$ cat src/rtl/pc_stack_unit.sv
// Program counter plus circular return stack for the fetch path.
// Selects the next fetch address from the execute-stage op and flags redirects for a one-slot flush.
module pc_stack_unit #(
   parameter int ADDR_WIDTH   = 13,
   parameter int LIT_WIDTH    = 11,
   parameter int PCLATH_WIDTH = 5,
   parameter int STACK_DEPTH  = 8,
   parameter logic [ADDR_WIDTH-1:0] IRQ_VECTOR = 13'h004
) (
   input  logic                          clk,
   input  logic                          rst,
   input  logic                          en,
   input  logic [2:0]                    op,
   input  logic [LIT_WIDTH-1:0]          k,
   input  logic [PCLATH_WIDTH-1:0]       pclath,
   input  logic [7:0]                    pcl_wdata,
   output logic [ADDR_WIDTH-1:0]         pc,
   output logic [7:0]                    pcl,
   output logic                          flush,
   output logic [$clog2(STACK_DEPTH)-1:0] sp,
   output logic                          stk_ovf,
   output logic                          stk_unf
);

   localparam int SP_W   = $clog2(STACK_DEPTH);
   localparam int CNT_W  = $clog2(STACK_DEPTH + 1);
   localparam int PAGE_W = ADDR_WIDTH - LIT_WIDTH;

   typedef enum logic [2:0] {
      OP_HOLD = 3'd0,
      OP_INC  = 3'd1,
      OP_GOTO = 3'd2,
      OP_CALL = 3'd3,
      OP_RET  = 3'd4,
      OP_PCLW = 3'd5,
      OP_IRQ  = 3'd6,
      OP_SKIP = 3'd7
   } op_e;

   op_e                   op_dec;
   logic [ADDR_WIDTH-1:0] next_pc;
   logic [ADDR_WIDTH-1:0] stack [STACK_DEPTH];
   logic [SP_W-1:0]       sp_dec;
   logic [CNT_W-1:0]      count;
   logic                  push;
   logic                  pop;

   assign op_dec = op_e'(op);
   assign sp_dec = sp - SP_W'(1);
   assign pcl    = pc[7:0];

   // pc already points at the instruction after the one executing, so it is the return address
   always_comb begin
      next_pc = pc;
      push    = 1'b0;
      pop     = 1'b0;
      flush   = 1'b0;
      if (en) begin
         case (op_dec)
            OP_INC:  next_pc = pc + ADDR_WIDTH'(1);
            OP_SKIP: begin
               next_pc = pc + ADDR_WIDTH'(1);
               flush   = 1'b1;
            end
            OP_GOTO: begin
               next_pc = {pclath[PCLATH_WIDTH-1 -: PAGE_W], k};
               flush   = 1'b1;
            end
            OP_CALL: begin
               next_pc = {pclath[PCLATH_WIDTH-1 -: PAGE_W], k};
               push    = 1'b1;
               flush   = 1'b1;
            end
            OP_RET: begin
               next_pc = stack[sp_dec];
               pop     = 1'b1;
               flush   = 1'b1;
            end
            OP_PCLW: begin
               next_pc = ADDR_WIDTH'({pclath, pcl_wdata});
               flush   = 1'b1;
            end
            OP_IRQ: begin
               next_pc = IRQ_VECTOR;
               push    = 1'b1;
               flush   = 1'b1;
            end
            default: next_pc = pc;
         endcase
      end
   end

   // Occupancy saturates so overflow/underflow can be detected while sp keeps wrapping
   always_ff @(posedge clk) begin
      if (rst) begin
         pc      <= '0;
         sp      <= '0;
         count   <= '0;
         stk_ovf <= 1'b0;
         stk_unf <= 1'b0;
      end else if (en) begin
         pc <= next_pc;
         if (push) begin
            sp <= sp + SP_W'(1);
            if (count == CNT_W'(STACK_DEPTH))
               stk_ovf <= 1'b1;
            else
               count <= count + CNT_W'(1);
         end else if (pop) begin
            sp <= sp_dec;
            if (count == '0)
               stk_unf <= 1'b1;
            else
               count <= count - CNT_W'(1);
         end
      end
   end

   // Stack storage has no reset; a full stack simply overwrites its oldest slot
   always_ff @(posedge clk) begin
      if (!rst && push)
         stack[sp] <= pc;
   end

endmodule

$ cat config.mk
export PLATFORM = sky130hd
export DESIGN_NAME = pc_stack_unit
export DESIGN_NICKNAME = d
export VERILOG_FILES = /design/src/rtl/pc_stack_unit.sv
export SDC_FILE = /design/constraint.sdc
export NUM_CORES = 1
export LEC_CHECK = 0
export ABC_AREA = 1
export CORE_AREA = 2 2 106 108
export CTS_CLUSTER_SIZE = 12
export DETAILED_ROUTE_END_ITERATION = 8
export DIE_AREA = 0 0 108 110
export HOLD_SLACK_MARGIN = 0.05
export PLACE_DENSITY_LB_ADDON = 0.12
export SETUP_SLACK_MARGIN = 0.4
export SLEW_MARGIN = 25
export SYNTH_ARGS = -nofsm -noshare
export SYNTH_HDL_FRONTEND = slang
export SYNTH_SLANG_ARGS = --single-unit
$ cat constraint.sdc
create_clock -name clk -period 3.21 [get_ports clk]
set_input_delay 0.4815 -clock clk [delete_from_list [all_inputs] [get_ports clk]]
set_output_delay 0.4815 -clock clk [all_outputs]
set_load 0.05 [all_outputs]
==> flow_metrics.tcl <==
set metrics [dict create \
    drive_above_1_share_pct 11.1 \
    max_stage_delay_ns 0.93 \
    cp.arrival_ns 2.21 \
    synth_xor_xnor_area_share_pct 0.786 \
    hold_viol 0 \
    row_count 38 \
    ys_seq_elements 126 \
    drv_slew 0 \
    grt_max_degree 58 \
    syn_area_sq_mm 0.00573 \
    tritoncts "built" \
    ios 57 \
    nNetsFinal 651 \
    cts_buffer_depth 2 \
    start_util_pct 53.6 \
    cap_violations 0 \
    syn2layout_area_growth_pct 22.9 \
    syn_nets 589 \
    grt_pass1_wl_um 22100 \
    synth-compound-area-share_pct 14.5 \
    syn_avg_cell_area_sq_um 10.3 \
    yosys.area_share.simple_pct 15.0 \
    clkTransAtPathRegs_ns 0.06 \
    p_per_area_mw_per_mm2 615 \
    worst_path_max_delay_cell "clkdlybuf4s50_1" \
    clkSinkCount 126 \
    placed_area_sq_mm 0.00644 \
    tightest_slew_ns 0.703 \
    dr.pass1.iters 6 \
    fp.dieW_um 108 \
    grt.total_usage_pct 25.4 \
    synth_fa_ha_area_share_pct 1.09 \
    grt_setup_unrepaired "false" \
    utilization_pct 65.9 \
    root_buffer "clkbuf_8" \
    grt-ovfl-total 0 \
    clock_latency_ns 0.51 \
    crit_type "reg -> out" \
    grt_pass1_vias 4108 \
    status "finished clean" \
    cp-start-kind "register" \
    drt-total-wl_um 14300 \
    fmax_mhz 372 \
    synth_cells 554 \
    dp.final_hpwl_um 9470 \
    end_kind "output port" \
    coreArea_sq_mm 0.0107 \
    drt_iter0_drc 597 \
    cp_max_fo 17 \
    dieArea_sq_mm 0.0119 \
    place.gp.congestion 0.870 \
    ys_types 36 \
    final_cell_area_sq_mm 0.00705 \
    n_fill_cell 824 \
    fin_crit_sh_pct 83.8 \
    path_buf_inv 1 \
    min_period_ns 2.69 \
    finalSetupViolCount 0 \
    portBuffers 56 \
    vias 4366 \
    numCtsBuffers 17 \
    ant_nets 0 \
    diodes 0 \
    crit_chain "clkdlybuf4s50_1" \
    ir_drop_v 0.000349 \
    htree_levels 4 \
    muxShareOfSynthArea_pct 0 \
    yosysWarnings 0 \
    antenna_found_initial 0 \
    wl_per_cell_um 18.6 \
    die_y_um 110 \
    crit_family "buffers and inverters" \
    via_per_inst 5.68 \
    clock_skew_ns 0.00731 \
    slew_headroom_pct 52.9 \
    worstPathRequired_ns 2.73 \
    dpl_worst_slack_ns 0.635 \
    drc 0 \
    min-delay-path-class "reg -> reg" \
    worst_slack_ns 0.518 \
    ctsHoldBuffers 0 \
    synth_top_family_by_area "simple AND/OR/NAND/NOR gates" \
    p_leak_nw 2.61 \
    ys_seq_area_share_pct 62.2 \
    fin_setup_tns_ns 0 \
]
[worst paths after layout]
check                           slack [ns]                   end  depth (start not counted)                 start
worst max register to register        0.71    pc[9]$_SDFFE_PP0P_                         10    sp[1]$_SDFFE_PP0P_
worst min register to register        0.45  stk_ovf$_SDFFE_PP0P_                          2  stk_ovf$_SDFFE_PP0P_
worst min-delay path                  0.45  stk_ovf$_SDFFE_PP0P_                          2  stk_ovf$_SDFFE_PP0P_
worst max-delay path                  0.52                pcl[7]                          1    pc[7]$_SDFFE_PP0P_
[power breakdown]
group / internal [mW] / switching (mW) / leakage (nW) / total (mW)
clock network: 1.23 / 0.661 / 0.300 / 1.89
registers: 1.81 / 0.0495 / 1.14 / 1.86
logic: 0.197 / 0.393 / 1.17 / 0.590
total: 3.23 / 1.10 / 2.61 / 4.33
[synth_stat cells, drive strengths merged]
cell / number / area (sq um)
nand3b: 2 / 15.0
nor2: 93 / 352
dfxtp: 22 / 440
nor3: 4 / 31.3
a22o: 4 / 35.0
or2: 2 / 12.5
o211ai: 24 / 180
a21oi: 24 / 120
o2111ai: 1 / 8.76
ha: 5 / 62.6
nand2: 54 / 215
o22ai: 5 / 31.3
xor2: 3 / 45.1
a31oi: 1 / 6.26
a221oi: 3 / 26.3
clkbuf: 6 / 22.5
nand4: 2 / 12.5
inv: 48 / 180
buf: 27 / 170
nand3: 36 / 205
nor3b: 1 / 7.51
and3: 1 / 6.26
edfxtp: 104 / 3120
o221ai: 2 / 17.5
a22oi: 2 / 15.0
o21ai: 78 / 390
[worst reg2reg max path, cell delays in order (launching register included)]
cell and delay [ns]:
dfxtp_1 0.44, inv_1 0.16, ha_1 0.70, buf_4 0.32, nor2_1 0.06, o21ai_0 0.12
o211ai_1 0.21, nand3_1 0.15, nand3_1 0.08, nand2_1 0.09, inv_1 0.06
[flip-flops by register name, indices dropped and copies added (netlist names)]
signal	flops
count	4
pc	13
sp	3
stack	104
stk_ovf	1
stk_unf	1
[routing by layer]
metal / up-vias / track usage [%] / share of wire, %
li1: 2081 / - / -
met1: 2043 / 35.6 / 43
met2: 215 / 39.0 / 47
met3: 27 / 5.53 / 8.2
met4: 0 / 10.3 / 2.1
met5: - / 0 / 0
[area by class of cell]
| cell class | instances | area (sq um) | area share (%) |
|---|---|---|---|
| clock buffers | 25 | 538 | 7.63 |
| inverters | 48 | 180 | 2.56 |
| clock inverters | 7 | 70.1 | 0.994 |
| multi-input cells | 347 | 1810 | 25.6 |
| repair buffers | 76 | 713 | 10.1 |
| well taps | 140 | 175 | 2.49 |
| flip-flops and latches | 126 | 3560 | 50.6 |
[logic make-up after synthesis]
logic type,count (synthesis)
compound gates,144
xor+xnor,3
fa+ha+maj,5
buf+inv,81
flops,126
simple gates,195
[what timing repair did]
| action | CTS | global route |
|---|---|---|
| resized for setup | 0 | 1 |
| setup buffers | 0 | 0 |
| setup endpoints to repair | 0 | 1 |
| hold endpoints to repair | 0 | 0 |
[stage by stage]
stage	hold slack [ns]	total power, mW	instances
after floorplan	0.476	2.26	554
after global placement	0.439	2.47	737
after detailed placement	0.439	2.47	737
after CTS	0.448	4.36	769
after global routing	0.475	4.49	769
final	0.447	4.33	769
[cells in the final DEF (no fill, tap or decap), types with 2 or more instances in the layout]
cell             netlist  layout
a21oi_1               24      24
a221oi_1               3       3
a22o_1                 4       4
a22oi_1                2       2
buf_4                 12      20
clkbuf_1               6       2
clkbuf_16              0      19
clkbuf_8               0       4
clkdlybuf4s50_1        0      55
clkinv_2               0       3
clkinv_4               0       2
dfxtp_1               22      21
edfxtp_1             104     104
ha_1                   5       5
inv_1                 43      43
inv_2                  5       5
nand2_1               49      49
nand2_2                5       5
nand3_1               34      34
nand3_4                2       2
nand3b_1               2       2
nand4_1                2       2
nor2_1                92      92
nor3_2                 0       2
o211ai_1              24      24
o21ai_0               75      75
o21ai_1                3       3
o221ai_1               2       2
o22ai_1                5       5
or2_2                  2       2
xor2_1                 2       2
No activity file was read; power rests on OpenSTA's default activity.
